File: config.mk
export PLATFORM = sky130hd
export DESIGN_NAME = crc_serial_append_flat
export DESIGN_NICKNAME = d
export VERILOG_FILES = /design/src/rtl/crc_serial_append_if.sv /design/src/rtl/crc_serial_append.sv /design/src/flat_wrapper.sv
export SDC_FILE = /design/constraint.sdc
export NUM_CORES = 1
export LEC_CHECK = 0
export CORE_AREA = 2 2 39 41
export DETAILED_ROUTE_END_ITERATION = 8
export DIE_AREA = 0 0 41 43
export GPL_TIMING_DRIVEN = 0
export PLACE_DENSITY = 0.85
export SETUP_SLACK_MARGIN = 0.4
export SYNTH_ARGS = -nofsm -noshare
export SYNTH_HDL_FRONTEND = slang
export SYNTH_SLANG_ARGS = --single-unit
File: constraint.sdc
create_clock -name clk -period 4.19 [get_ports clk]
set_input_delay 0.838 -clock clk [delete_from_list [all_inputs] [get_ports clk]]
set_output_delay 0.838 -clock clk [all_outputs]
set_load 0.01 [all_outputs]
File: src/rtl/crc_serial_append_if.sv
// Bit-serial TX link between the packet encoder, the CRC appender and the bit-stuffer.
// The master side drives data/framing/stall; the slave side (the appender) returns the output stream.
interface crc_serial_append_if;
    logic inb;
    logic recving;
    logic start;
    logic pause_out;
    logic outb;
    logic sending;
    logic pause_in;

    modport master (
        output inb, recving, start, pause_out,
        input  outb, sending, pause_in
    );

    modport slave (
        input  inb, recving, start, pause_out,
        output outb, sending, pause_in
    );
endinterface

File: src/rtl/crc_serial_append.sv
// Serial CRC generator/appender: passes data through, then appends the inverted CRC MSB first.
// Optional receive-side residue checking is built when CRC_CHECK_EN is defined. CRC_W legal range is 2..32.
module crc_serial_append #(
    parameter int unsigned      CRC_W = 5,
    parameter logic [CRC_W-1:0] POLY  = 5'h05,
    parameter logic [CRC_W-1:0] INIT  = {CRC_W{1'b1}}
`ifdef CRC_CHECK_EN
    ,parameter logic [CRC_W-1:0] RESIDUE = 5'h0C
`endif
) (
    input  logic clk,
    input  logic rst,
`ifdef CRC_CHECK_EN
    input  logic check_mode,
    output logic crc_valid,
    output logic crc_ok,
`endif
    crc_serial_append_if.slave bus
);
    localparam int unsigned      CNT_W   = $clog2(CRC_W);
    localparam logic [CNT_W-1:0] CNT_MAX = CNT_W'(CRC_W - 1);

    typedef enum logic [1:0] {
        S_IDLE = 2'd0,
        S_CALC = 2'd1,
        S_SEND = 2'd2
    } state_t;

    state_t           state_r, state_next_s;
    logic [CRC_W-1:0] crc_r, crc_next_s, crc_shift_s;
    logic [CNT_W-1:0] cnt_r, cnt_next_s, bit_idx_s;
    logic             outb_s, sending_s, pause_in_s;
`ifdef CRC_CHECK_EN
    logic             check_r, check_next_s;
    logic             valid_r, valid_next_s;
    logic             ok_r, ok_next_s;
`endif

    function automatic logic [CRC_W-1:0] crc_step(input logic [CRC_W-1:0] crc, input logic bit_in);
        logic fb;
        fb = bit_in ^ crc[CRC_W-1];
        return {crc[CRC_W-2:0], 1'b0} ^ (fb ? POLY : {CRC_W{1'b0}});
    endfunction

    assign crc_shift_s = crc_step(crc_r, bus.inb);
    assign bit_idx_s   = CNT_MAX - cnt_r;

    // Next-state, CRC/counter update and combinational stream outputs.
    always_comb begin
        state_next_s = state_r;
        crc_next_s   = crc_r;
        cnt_next_s   = cnt_r;
        outb_s       = 1'b0;
        sending_s    = 1'b0;
        pause_in_s   = 1'b0;
`ifdef CRC_CHECK_EN
        check_next_s = check_r;
        valid_next_s = 1'b0;
        ok_next_s    = ok_r;
`endif
        case (state_r)
            S_IDLE: begin
                crc_next_s = INIT;
                if (bus.recving) begin
                    outb_s    = bus.inb;
                    sending_s = 1'b1;
                    if (bus.start) begin
                        state_next_s = S_IDLE;
                    end else begin
                        state_next_s = S_CALC;
`ifdef CRC_CHECK_EN
                        check_next_s = check_mode;
`endif
                        if (!bus.pause_out) begin
                            crc_next_s = crc_shift_s;
                        end else begin
                            crc_next_s = INIT;
                        end
                    end
                end else begin
                    state_next_s = S_IDLE;
                end
            end
            S_CALC: begin
                if (bus.recving) begin
                    outb_s    = bus.inb;
                    sending_s = 1'b1;
                    if (!bus.pause_out) begin
                        crc_next_s = crc_shift_s;
                    end else begin
                        crc_next_s = crc_r;
                    end
                end
`ifdef CRC_CHECK_EN
                else if (check_r) begin
                    // Check mode: the trailing CRC field was shifted in, so crc_r now holds the residue.
                    valid_next_s = 1'b1;
                    ok_next_s    = (crc_r == RESIDUE);
                    check_next_s = 1'b0;
                    crc_next_s   = INIT;
                    state_next_s = S_IDLE;
                end
`endif
                else begin
                    // First CRC bit goes out in the same cycle recving drops, leaving no gap.
                    outb_s       = ~crc_r[bit_idx_s];
                    sending_s    = 1'b1;
                    pause_in_s   = 1'b1;
                    state_next_s = S_SEND;
                    if (!bus.pause_out) begin
                        cnt_next_s = cnt_r + CNT_W'(1'b1);
                    end else begin
                        cnt_next_s = cnt_r;
                    end
                end
            end
            S_SEND: begin
                outb_s     = ~crc_r[bit_idx_s];
                sending_s  = 1'b1;
                pause_in_s = 1'b1;
                if (!bus.pause_out) begin
                    if (cnt_r == CNT_MAX) begin
                        cnt_next_s   = {CNT_W{1'b0}};
                        crc_next_s   = INIT;
                        state_next_s = S_IDLE;
                    end else begin
                        cnt_next_s   = cnt_r + CNT_W'(1'b1);
                    end
                end else begin
                    cnt_next_s = cnt_r;
                end
            end
            default: begin
                state_next_s = S_IDLE;
                crc_next_s   = INIT;
                cnt_next_s   = {CNT_W{1'b0}};
            end
        endcase
    end

    // State, CRC and bit-count registers; reset aborts any packet in flight.
    always_ff @(posedge clk) begin
        if (rst) begin
            state_r <= S_IDLE;
            crc_r   <= INIT;
            cnt_r   <= {CNT_W{1'b0}};
`ifdef CRC_CHECK_EN
            check_r <= 1'b0;
            valid_r <= 1'b0;
            ok_r    <= 1'b0;
`endif
        end else begin
            state_r <= state_next_s;
            crc_r   <= crc_next_s;
            cnt_r   <= cnt_next_s;
`ifdef CRC_CHECK_EN
            check_r <= check_next_s;
            valid_r <= valid_next_s;
            ok_r    <= ok_next_s;
`endif
        end
    end

    assign bus.outb     = outb_s;
    assign bus.sending  = sending_s;
    assign bus.pause_in = pause_in_s;
`ifdef CRC_CHECK_EN
    assign crc_valid    = valid_r;
    assign crc_ok       = ok_r;
`endif
endmodule

File: src/flat_wrapper.sv
// flat-port wrapper written by rule: the top's interface ports become plain ports
module crc_serial_append_flat 
#(
    parameter int unsigned      CRC_W = 5,
    parameter logic [CRC_W-1:0] POLY  = 5'h05,
    parameter logic [CRC_W-1:0] INIT  = {CRC_W{1'b1}}

)
  (clk, rst, bus_inb, bus_recving, bus_start, bus_pause_out, bus_outb, bus_sending, bus_pause_in);
  crc_serial_append_if bus_i ();
  input  logic clk;
  input  logic rst;
  input wire logic [$bits(bus_i.inb)-1:0] bus_inb;
  input wire logic [$bits(bus_i.recving)-1:0] bus_recving;
  input wire logic [$bits(bus_i.start)-1:0] bus_start;
  input wire logic [$bits(bus_i.pause_out)-1:0] bus_pause_out;
  output wire logic [$bits(bus_i.outb)-1:0] bus_outb;
  output wire logic [$bits(bus_i.sending)-1:0] bus_sending;
  output wire logic [$bits(bus_i.pause_in)-1:0] bus_pause_in;
  assign bus_i.inb = bus_inb;
  assign bus_i.recving = bus_recving;
  assign bus_i.start = bus_start;
  assign bus_i.pause_out = bus_pause_out;
  assign bus_outb = bus_i.outb;
  assign bus_sending = bus_i.sending;
  assign bus_pause_in = bus_i.pause_in;
  crc_serial_append #(.CRC_W(CRC_W), .POLY(POLY), .INIT(INIT)) u_core (.clk(clk), .rst(rst), .bus(bus_i));
endmodule
## Yosys cells after proc, flatten, opt, wreduce, memory -nomap -nowiden

Index checks and enable logic that the tools add are counted.

- Register bits after elaboration: 10
- Bits in latches: 0
- Memory bits (writable): 0
- Memory bits (read-only): 0
- Input port bits: 6
- Output and inout port bits: 3
- Memories: 0

- Add/sub/neg operators: 2
- $mul: 0
- Divide/modulo/power cells: 0
- Order comparisons: 1
- Eq/ne operators: 8
- Shift operators: 0
- Multiplexer cells: 29
- Bitwise operators: 4
- Reductions and logical operators: 5

Operators by type and width:

| kind | count |
|---|---|
| 5-bit two-way mux | 7 |
| 3-bit two-way mux | 5 |
| 5-bit one-hot mux with 3 select lines | 1 |
| 3-bit one-hot mux with 3 select lines | 1 |
| 2-bit != test, second input constant | 4 |
| 4-bit AND reduction | 2 |
| 1-bit two-way mux | 7 |
| 2-bit two-way mux | 3 |
| 2-bit one-hot mux with 3 select lines | 1 |
| 5-bit bitwise XOR | 1 |
| 3-bit by 4-bit less-than comparator with 1-bit output, second input constant | 1 |
| 1-bit one-hot mux with 2 select lines | 2 |
| 3-bit by 1-bit adder with 3-bit output, second input constant | 1 |
| 1-bit binary-select mux with 3-bit select | 1 |
| 3-bit equality test, second input constant | 1 |
| 1-bit one-hot mux with 3 select lines | 1 |
| 3-bit AND reduction | 1 |
| 3-bit subtractor, first input constant | 1 |
| 2-bit by 1-bit equality test with 1-bit output, second input constant | 1 |
| 2-bit equality test, second input constant | 1 |
| 2-bit logical NOT | 1 |
| 2-bit by 1-bit != test with 1-bit output, second input constant | 1 |
| 1-bit NOT | 2 |
| 2-bit OR reduction | 1 |
| 1-bit bitwise XOR | 1 |

## Longest topological paths before layout

- Depth after elaboration: 7
- Gate-level depth with buffers: 7

## Least setup slack after synthesis

OpenSTA, ideal clock, no wires.

- Path type: register to output
- Start: reg u_core.cnt_r[0]
- End: out bus_outb
- Arrival: 1540 ps
- Slack: 1812 ps
- Stages on the path, launching flop included: 7
- Cells stage by stage: dfxtp_1 > inv_1 > ha_1 > ha_1 > and4_1 > a211o_1 > a21oi_2

- Word-level cells in the longest chain between the ends: 6

Ends and longest elaborated chain:

| item | line | source |
|---|---|---|
| start, declared | crc_serial_append.sv:31 | `logic [CNT_W-1:0] cnt_r, cnt_next_s, bit_idx_s;` |
| start signal, assigned | crc_serial_append.sv:146 | `cnt_r <= {CNT_W{1'b0}};` |
| start signal, assigned | crc_serial_append.sv:155 | `cnt_r <= cnt_next_s;` |
| 3-bit subtractor * | crc_serial_append.sv:46 | `assign bit_idx_s = CNT_MAX - cnt_r;` |
| 1-bit binary-select mux with 3-bit select * | crc_serial_append.sv:106, crc_serial_append.sv:118 |  |
| 1-bit two-way mux (implied by the code) * | crc_serial_append.sv:106, crc_serial_append.sv:118 |  |
| 1-bit NOT * | crc_serial_append.sv:106, crc_serial_append.sv:118 |  |
| 1-bit two-way mux | crc_serial_append.sv:85 | `if (bus.recving) begin` |
| 1-bit one-hot mux with 3 select lines * | crc_serial_append.sv:61 | `case (state_r)` |
| end, declared | flat_wrapper.sv:17 | `output wire logic [$bits(bus_i.outb)-1:0] bus_outb;` |

Every way passes the cells marked *; elsewhere a longest branch is shown, timed or not. The select of a mux whose other input is x is not followed.

## Worst setup path in the final report

Ends and elaborated chain as after synthesis.

==> reports/summary.txt <==
Root Driver: clkbuf_4
Largest net degree at the start of global routing: 10
Synth Cell Area: 698 um^2
Detailed placer's ending HPWL: 1080 um
Worst Hold Class: flip-flop to flip-flop
Status: completed
Mapped Cells: 82
CP Buf/Inv Count: 2
Chip width: 41 um
WL/cell: 12.9 um
I/O Buffers: 7
Starting density of the core: 0.505
Synth Register Bits: 10
Nets: 107
Dpl ws: 1.21 ns
Min Clock Period, post-route: 3.27 ns
Gpl congestion: 0.727
Slowest CP cell: clkdlybuf4s50_1
Synth Warn #: 0
Final Max Tran Viols: 0
Antenna Violating Nets Remaining: 0
Worst Setup End Kind: primary output
WL final: 1410 um
Count of cell types in the netlist: 31
Initial antenna violation count: 0
Seq/Total Area, Yosys: 0.287
Core Area: 1380 um^2
Peak Freq: 0.305 GHz
P&R area growth vs syn: 18.1%
Vias in the first global route: 536
CP Data Required Time: 3.35 ns
Most frequent cells in the layout: dfxtp_1, nor2_1, inv_1
N_diodes: 0
Relative slew slack: 0.589
Worst-Margin Slew: 0.616 ns
Endpoints failing hold: 0
Critical path launch point type: flip-flop
Vias per cell: 5.54
Top Ports: 9
Power Dens Cells: 267 nW/um^2
Clock transition at path regs: 0.07 ns
RSZ-0062 raised after global routing: false
DRC Markers: 0
H-tree depth: 1
FILL cells: 131
Share of cells above drive strength 1: 0.108
Peak supply drop: 191 uV
Final WS setup: 0.917 ns
Die area: 1760 um^2
Setup CP Type: flip-flop to primary output
Post-CTS setup buffers: 0
First-pass GRT wire length: 2210 um
Synth Area per Inst: 8.51 um^2
CP peak stage delay: 0.54 ns
Clk_lat worst skew: 0.27 ns
Clk buf depth: 2
GRT Total Usage: 0.188
CP max FO: 5
Grt total ovfl: 0
Commonest non-fill, non-tap cell in the layout: dfxtp_1
Max cap viols: 0
CTS buffer count: 3
Leakage: 0.327 nW
Syn_nets: 95
Clock Sinks: 10
Worst-path cell chain: inv_1, ha_1, mux4_2, a211o_1, a21oi_2, clkdlybuf4s50_1
Final Skew: 0.00255 ns
Cell Rows: 14
Post-CTS Resized: 0
Critical Path AT: 2.44 ns
DR vias: 604
Hold-fix buffers, CTS: 0
Crit path max-delay family: buffers and inverters
Post-route setup TNS: 0 ns
DR iter-0 viols: 18
Crit share post-route: 0.781
Die Y: 43 um
Setup violations, final: 0
First drt pass iteration count: 4
CTS tree: built
logic make-up (layout without fill, tap and decap cells):
kind of cell    count (synthesis)  count (layout)  synth area share
fa+ha+maj                       7               7             0.125
xor+xnor                        2               2            0.0251
buf+inv                        11              22            0.0771
simple gates                   28              28             0.228
flops                          10              10             0.287
compound gates                 22              22             0.211
mux                             2               2            0.0466
area by class of cell:
class	count	area [um^2]	share of cell area
Buffer	3	23.8	0.0288
Clock buffer	4	36.3	0.0440
Inverter	8	30.0	0.0364
Multi-Input combinational cell	61	444	0.539
Sequential cell	10	200	0.243
Tap cell	16	20.0	0.0243
Timing Repair Buffer	7	70.1	0.0850
power breakdown:
part | internal [W] | switching [W] | leakage (nW) | total [W]
Sequential | 0.0000962 | 0.00000121 | 0.0810 | 0.0000974
Clock | 0.0000528 | 0.0000361 | 0.0210 | 0.0000889
Combinational | 0.0000168 | 0.0000169 | 0.225 | 0.0000337
Total | 0.000166 | 0.0000542 | 0.327 | 0.000220
through the flow:
stage	area [um^2]	cells	utilization	hold slack (ns)	power, W
after floorplan	698	82	-	0.443	0.000120
after global placement	788	105	0.570	0.466	0.000132
after detailed placement	788	105	0.570	0.475	0.000133
after CTS	825	109	0.596	0.486	0.000223
after global routing	825	109	0.596	0.505	0.000230
final	825	109	0.596	0.484	0.000220
Yosys cell counts:
cell type  instances  area (um^2)
o21ai_1            4         20.0
nand2b_4           1         13.8
a21oi_2            1         8.76
and4_1             1         8.76
a211o_1            1         8.76
nor2b_1            2         12.5
nor3b_1            1         7.51
nor3_1             1         5.00
buf_4              1         7.51
ha_1               7         87.6
a32o_1             1         10.0
nand2_1            5         18.8
mux2i_1            1         10.0
a222oi_1           1         10.0
o2bb2ai_1          2         17.5
o21bai_1           2         15.0
or3_1              2         12.5
a21oi_1            7         35.0
nand4bb_1          1         11.3
dfxtp_1           10          200
o211ai_1           1         7.51
nand2b_1           2         12.5
xor2_1             1         8.76
mux4_2             1         22.5
and2b_1            3         22.5
nor2_1             9         33.8
a22oi_1            2         15.0
xnor2_1            1         8.76
buf_6              1         11.3
inv_1              8         30.0
buf_2              1         5.00
worst paths after layout:
kind                         from               to  slack [ns]  depth (start not counted)
setup / recovery  u_core.cnt_r[0]         bus_outb        0.92                          6
hold / removal    u_core.cnt_r[1]  u_core.cnt_r[1]        0.48                          2
setup reg to reg  u_core.cnt_r[0]  u_core.crc_r[3]        2.32                          7
hold reg to reg   u_core.cnt_r[1]  u_core.cnt_r[1]        0.48                          2
metal layers:
layer  wire (um)  vias to the layer above  part of all wire  track usage
met3          69                        2             0.049       0.0628
met1         625                      280              0.44        0.224
met4          19                        0             0.013       0.0600
li1            -                      308                 -            -
met2         696                       14              0.49        0.303
met5           0                        -                 0            0
registers in the layout, summed over array words and instances (netlist names):
register / count
u_core.state_r: 2
u_core.cnt_r: 3
u_core.crc_r: 5
worst min-delay path, stage by stage, from the launching register on:
cell     delay [ns]
dfxtp_1        0.33
nand2_1        0.06
a21oi_1        0.05
Note: power is estimated with default switching activity, not from simulation.
